**src/rtl/mem_copy_engine.sv**
```systemverilog
// Bus-master copy/fill engine for a 256 x 64 single-port memory.
// Copies word ranges (read then write, ascending) or fills a range with a pattern, keeping a checksum.
module mem_copy_engine (
    input  logic        clk,
    input  logic        rst,
    input  logic        start,
    input  logic        mode,
    input  logic [7:0]  src,
    input  logic [7:0]  dst,
    input  logic [8:0]  len,
    input  logic [63:0] pattern,
    input  logic [63:0] mem_dataout,
    output logic [63:0] mem_adr,
    output logic [63:0] mem_datain,
    output logic        mem_w,
    output logic        mem_r,
    output logic        busy,
    output logic        done,
    output logic [63:0] checksum
);

    typedef enum logic [1:0] {IDLE, READ, WRITE, DONE} state_t;

    state_t      state_q, state_d;
    logic        mode_q;
    logic [7:0]  src_q, dst_q;
    logic [8:0]  len_q, idx_q;
    logic [63:0] pattern_q, buffer_q, checksum_q;

    logic [8:0]  len_sat;
    logic [8:0]  idx_inc;
    logic        last;

    // Word counts above the memory depth saturate so every word is touched once.
    assign len_sat  = (len > 9'd256) ? 9'd256 : len;
    assign idx_inc  = idx_q + 9'd1;
    assign last     = (idx_inc == len_q);
    assign checksum = checksum_q;

    always_comb begin
        state_d = state_q;
        case (state_q)
            IDLE: begin
                if (start) begin
                    if (len_sat == 9'd0) state_d = DONE;
                    else if (mode)       state_d = WRITE;
                    else                 state_d = READ;
                end
            end
            READ:    state_d = WRITE;
            WRITE: begin
                if (last)        state_d = DONE;
                else if (mode_q) state_d = WRITE;
                else             state_d = READ;
            end
            DONE:    state_d = IDLE;
            default: state_d = IDLE;
        endcase
    end

    // Bus outputs depend only on registered state, never on start.
    always_comb begin
        mem_adr    = 64'd0;
        mem_datain = 64'd0;
        mem_w      = 1'b0;
        mem_r      = 1'b0;
        busy       = 1'b0;
        done       = 1'b0;
        case (state_q)
            READ: begin
                mem_r   = 1'b1;
                mem_adr = {56'd0, src_q + idx_q[7:0]};
                busy    = 1'b1;
            end
            WRITE: begin
                mem_w      = 1'b1;
                mem_adr    = {56'd0, dst_q + idx_q[7:0]};
                mem_datain = mode_q ? pattern_q : buffer_q;
                busy       = 1'b1;
            end
            DONE:    done = 1'b1;
            default: ;
        endcase
    end

    always_ff @(posedge clk) begin
        if (rst) begin
            state_q    <= IDLE;
            mode_q     <= 1'b0;
            src_q      <= 8'd0;
            dst_q      <= 8'd0;
            len_q      <= 9'd0;
            idx_q      <= 9'd0;
            pattern_q  <= 64'd0;
            buffer_q   <= 64'd0;
            checksum_q <= 64'd0;
        end else begin
            state_q <= state_d;
            case (state_q)
                IDLE: begin
                    if (start) begin
                        mode_q     <= mode;
                        src_q      <= src;
                        dst_q      <= dst;
                        len_q      <= len_sat;
                        pattern_q  <= pattern;
                        idx_q      <= 9'd0;
                        checksum_q <= 64'd0;
                    end
                end
                READ:  buffer_q <= mem_dataout;
                WRITE: begin
                    checksum_q <= checksum_q + mem_datain;
                    idx_q      <= idx_inc;
                end
                default: ;
            endcase
        end
    end

endmodule

```
**config.mk**
```make
export PLATFORM = sky130hd
export DESIGN_NAME = mem_copy_engine
export DESIGN_NICKNAME = d
export VERILOG_FILES = /design/src/rtl/mem_copy_engine.sv
export SDC_FILE = /design/constraint.sdc
export NUM_CORES = 1
export LEC_CHECK = 0
export ABC_AREA = 1
export CORE_UTILIZATION = 56
export DETAILED_ROUTE_END_ITERATION = 6
export PLACE_DENSITY = 0.87
export REMOVE_ABC_BUFFERS = 1
export SYNTH_ARGS = -nofsm -noshare
export SYNTH_HDL_FRONTEND = slang
export SYNTH_SLANG_ARGS = --single-unit
```
**constraint.sdc**
```tcl
create_clock -name clk -period 7.6 [get_ports clk]
set_input_delay 1.14 -clock clk [delete_from_list [all_inputs] [get_ports clk]]
set_output_delay 1.14 -clock clk [all_outputs]
set_load 0.05 [all_outputs]
```
After elaboration in Yosys (flattened, before gate mapping) --
Cells that the tools add are included.
Operators by class: $add $sub $neg 4, $lt $le $gt $ge 1, equality and inequality tests 5, muxes and demuxes 18, reduce and logical (&&, ||, !) cells 6
Operator list (count):
- 64-bit 2-to-1 mux | 3
- 64-bit one-hot mux with 2 select lines | 1
- 64-bit adder | 1
- 9-bit 2-to-1 mux | 2
- 9-bit one-hot mux with 2 select lines | 1
- 8-bit adder | 2
- 8-bit one-hot mux with 2 select lines | 1
- 2-bit 2-to-1 mux | 5
- 9-bit by 1-bit adder with 9-bit output, second input constant | 1
- 9-bit == test | 1
- 9-bit > comparator, second input constant | 1
- 9-bit logical NOT | 1
- 2-bit one-hot mux with 4 select lines | 1
- 2-bit == test, second input constant | 2
- 1-bit 2-to-1 mux | 4
- 2-bit AND reduction | 2
- 2-bit by 1-bit == test with 1-bit output, second input constant | 1
- 2-bit logical NOT | 1
- 2-bit inequality test, second input constant | 1
- 2-bit nonzero test | 1
- 2-bit OR reduction | 1
Storage, ports and cells: flip-flop bits (word level) 229, input port bits 157

Logic depth before layout (Yosys ltp) --
depth after elaboration 6, gate-level depth with buffers 22

Worst setup path before layout --
Ideal clock, no wire load.
path kind register -> output, start register state_q[0], end output port mem_adr[6], arrival 3294 ps, slack 3166 ps, cell stages (with the launch flop) 18, cells stage by stage dfxtp_1 inv_1 ha_1 buf_2 clkbuf_1 nand2_1 nand2_1 ha_1 inv_1 fa_1 nor2_1 o21ai_0 nand2_1 nand2_1 nand2_1 a21oi_1 xor2_1 nor2_1
Between the ends: longest elaborated chain between the ends 2, elaborated cells on any way between the ends 3
Ends and longest elaborated chain:
- start: declaration | line 24 | state_t state_q, state_d;
- start signal: assignment | line 98 | state_q <= state_d;
- 2-bit == test or 2-bit by 1-bit == test with 1-bit output (tied branches) | line 69 | case (state_q)
- 8-bit one-hot mux with 2 select lines * | line 69
- end: declaration | line 13 | output logic [63:0] mem_adr,
Mark *: on every way between the ends. The rest lies on a longest branch, timed or not.

Worst setup path after layout --
start register state_q[0], end output port mem_adr[7]
The elaborated chain is that of the path after synthesis.

==> impl_results.md <==
* Pleak at approximately 9.9 nW
* Critical Path Sink Type: primary output
* DIE WIDTH at ~170 µm
* Final Core Density at 70.66%
* DRC Markers at 0
* Synth top area share at approximately 29%
* CTS resizes at 0
* Number of detailed-route iterations in the first pass at 6
* Synth-to-Final Area Change at 23.62%
* Diodes inserted at 0
* Crit path buffers/inverters at 3
* Total track usage at 37.04%
* Hold Path Class: reg2reg
* Total CTS buffers at 25
* Synthesized area per cell at 5.813 µm²
* Row cnt at 61
* Clk slew on worst S/H paths at 0.06 ns
* Fmax at 182.8 MHz
* Seq/Total Area, Yosys at 28.71%
* Port bufs at between 200 and 300
* CP Data Arrival Time at 4.33 ns
* Max Slew Vio Count at 0
* Largest delay contributor family on the critical path: buffers and inverters
* Switch share at roughly a third
* PnR worst setup slack at 2.130 ns
* Final cell count without fillers at 3379
* Worst R2R Path Depth at 18
* WL met3 at 4399 µm
* Antenna violations before repair at 0
* Crit path required time at ~6.5 ns
* Worst slack at placement at 2.786 ns
* EDFF count, synth at 0
* Placer congestion estimate at 0.9910
* Pwr/cell area at around 170 nW/µm²
* Core ar. at 27930 µm²
* Final period utilization at 71.98%
* Max_cap viols at 0
* Post-synth top area cell: dfxtp_1
* Htree depth at 1
* Cell Area, Synth at 15970 µm²
* Slowest stage cell on the critical path: clkdlybuf4s50_1
* Yosys warnings at 0
* Pin count of the biggest net entering global routing at 153
* Sequential share of power at 40.6%
* Internal Power at 2.294 mW
* Worst-margin pin slew at 1.372 ns
* Via-to-Cell Ratio at 5.317
* Met2 routed WL at about 26000 µm
* Final HPWL DP at about 40000 µm
* CTS root buffer: clkbuf_16
* Post-Syn Instances at 2747
* Routed Antenna Nets at 0
* Post-Route M1 WL at between 20000 and 25000 µm
* Post-synthesis cell type count at 38
* Num ports at 353
* RSZ-0062 raised after global routing: false
* Outcome: finished, final reports clean
* Crit path cell chain: inv_1 > ha_2 > buf_4 > o21ai_0 > ha_1 > nand3_1 > nand2_1 > nand2_1 > nand2_1 > a21oi_1 > nor2_1 > o21ai_0 > a21oi_1 > nor2_1 > clkdlybuf4s50_1
* Via count at 17.97k
* Most frequent cell on the critical path: nand2_1
* Hold Path Depth at 2
* Buffer depth of the longest clock path at 3
* Grt ovf at 0
* DR WL/cell at around 16 µm
* Routed wire length at 55300 µm
* Setup TNS at 0 ns
* DRT iter0 DRCs at 1671
* Sw power at 1.066 mW
* Synthesized flop and latch total at 229
* Final Hold Violating Endpoints at 0
* Clock power share at 37.6%
* CP Depth at 15
* Nets at 3218
* Postcts setup bufs at 0
* Chip height at 170.9 µm
* Layout cells sized above 1 at 4.199%
* Worst skew pair latency at approximately 0.54 ns
* Comb power frac at 21.8%
* Leading post-synthesis cells by cell area: dfxtp_1 (29%), nand2_1 (18%), nor2_1 (12%)
* Placed Cells incl. Taps at 3335
* Vias in the first global route at 16.75k
* Slowest stage delay, CP at 0.80 ns
* Global-route wire length before repair at 85930 µm
* Clk sinks at 229
* Cts-stage hold buffer count at 0
* Synth async-reset ratio at 0%
* Main flop type after synthesis: dfxtp_1
* Maximum VDD drop at 0.1766 mV
* Total power at 3.360 mW
* Crit path time final at 5.470 ns
* Relative slew slack at under 10%
* Crit path kind: reg2out
* CTS tree: done
* Clock skew at 0.01842 ns
* Worst Path Max Fanout at 73
* Top routing layer used: met4
* CP Launch Type: flop
* Full die area at 29190 µm²
* Setup violations, final at 0
* Initial Utilization at between 50% and 60%
## cell usage after synthesis, types with 11 or more instances
cell and instances:
clkbuf_1 70, nand2_1 773, dfxtp_1 229, nand2_2 13, or2_2 19, buf_2 19, inv_1 367, nor2_2 11
ha_1 75, nand3_1 120, nor4_1 12, a21oi_1 140, buf_4 58, nand4_1 12, nor2_1 526, o21ai_0 235
## path summary, 6_finish.rpt
check	endpoint	slack (ns)	start
setup reg to reg	checksum[44]	3.54	state_q[0]
setup / recovery	mem_adr[7]	2.13	state_q[0]
hold / removal	src_q[1]	0.48	src_q[1]
hold reg to reg	src_q[1]	0.48	src_q[1]
## power by group through the flow
stage	combinational, mW	clock (mW)	sequential (mW)
final	0.731	1.26	1.36
after global routing	0.789	1.31	1.37
after CTS	0.723	1.27	1.36
after detailed placement	0.715	0	1.39
after global placement	0.692	0	1.38
after floorplan	0.445	0	1.38
## per-layer routing
layer,GRT usage [%],vias up
met2,63.89,822
met3,4.002,117
met4,12.19,0
li1,-,8869
met5,0,-
met1,48.09,8158
## area by class of cell
class	instances	area, µm²
multi-input combinational	2046	9385
fill	2368	8195
sequential	229	4586
timing repair buffer	307	3040
inverter	375	1410
clock buffer	33	705.7
tap	378	473.0
clock inverter	11	138.9
## state kept, by name, summed over array words and instances, names as in the netlist
register,cells
len_q,9
mode_q,1
state_q,2
dst_q,8
buffer_q,64
pattern_q,64
src_q,8
idx_q,9
checksum,64
## layout by cell type, fill, tap and decap left out, drive strengths merged
master	Yosys	layout
or2	25	25
bufinv	0	3
dfxtp	229	229
nor4	14	14
a211oi	4	4
clkinvlp	0	2
and2	3	3
o2111ai	1	1
nand2	786	786
fa	2	2
buf	82	12
nand4	12	12
clkinv	0	7
clkdlybuf4s50	0	295
nor2	539	539
xor2	7	7
ha	75	75
nand3b	3	3
nor3	9	9
inv	375	374
a21o	3	3
conb	1	56
o22ai	1	1
o21ai	236	236
nand3	124	124
xnor2	2	2
a21oi	142	142
clkbuf	70	33
o21bai	2	2
## tightest hold or removal path: stages, from the launching register on
cell     delay [ns]
dfxtp_1        0.30
inv_1          0.06
a21oi_1        0.06
## through the flow
step	hold WS (ns)	area [µm²]
final	0.4751	19740
after global routing	0.4787	19740
after CTS	0.4733	19740
after detailed placement	0.4645	18890
after global placement	0.4441	18890
after floorplan	0.4265	15360
## kinds of logic after synthesis
kind of cell / synth area share (%)
other cells: 0.02348
xor+xnor: 0.4937
buf+inv: 13.90
fa+ha+maj: 6.128
flops: 28.71
simple gates: 38.31
compound gates: 12.44
(Power assumes the default switching activity.)
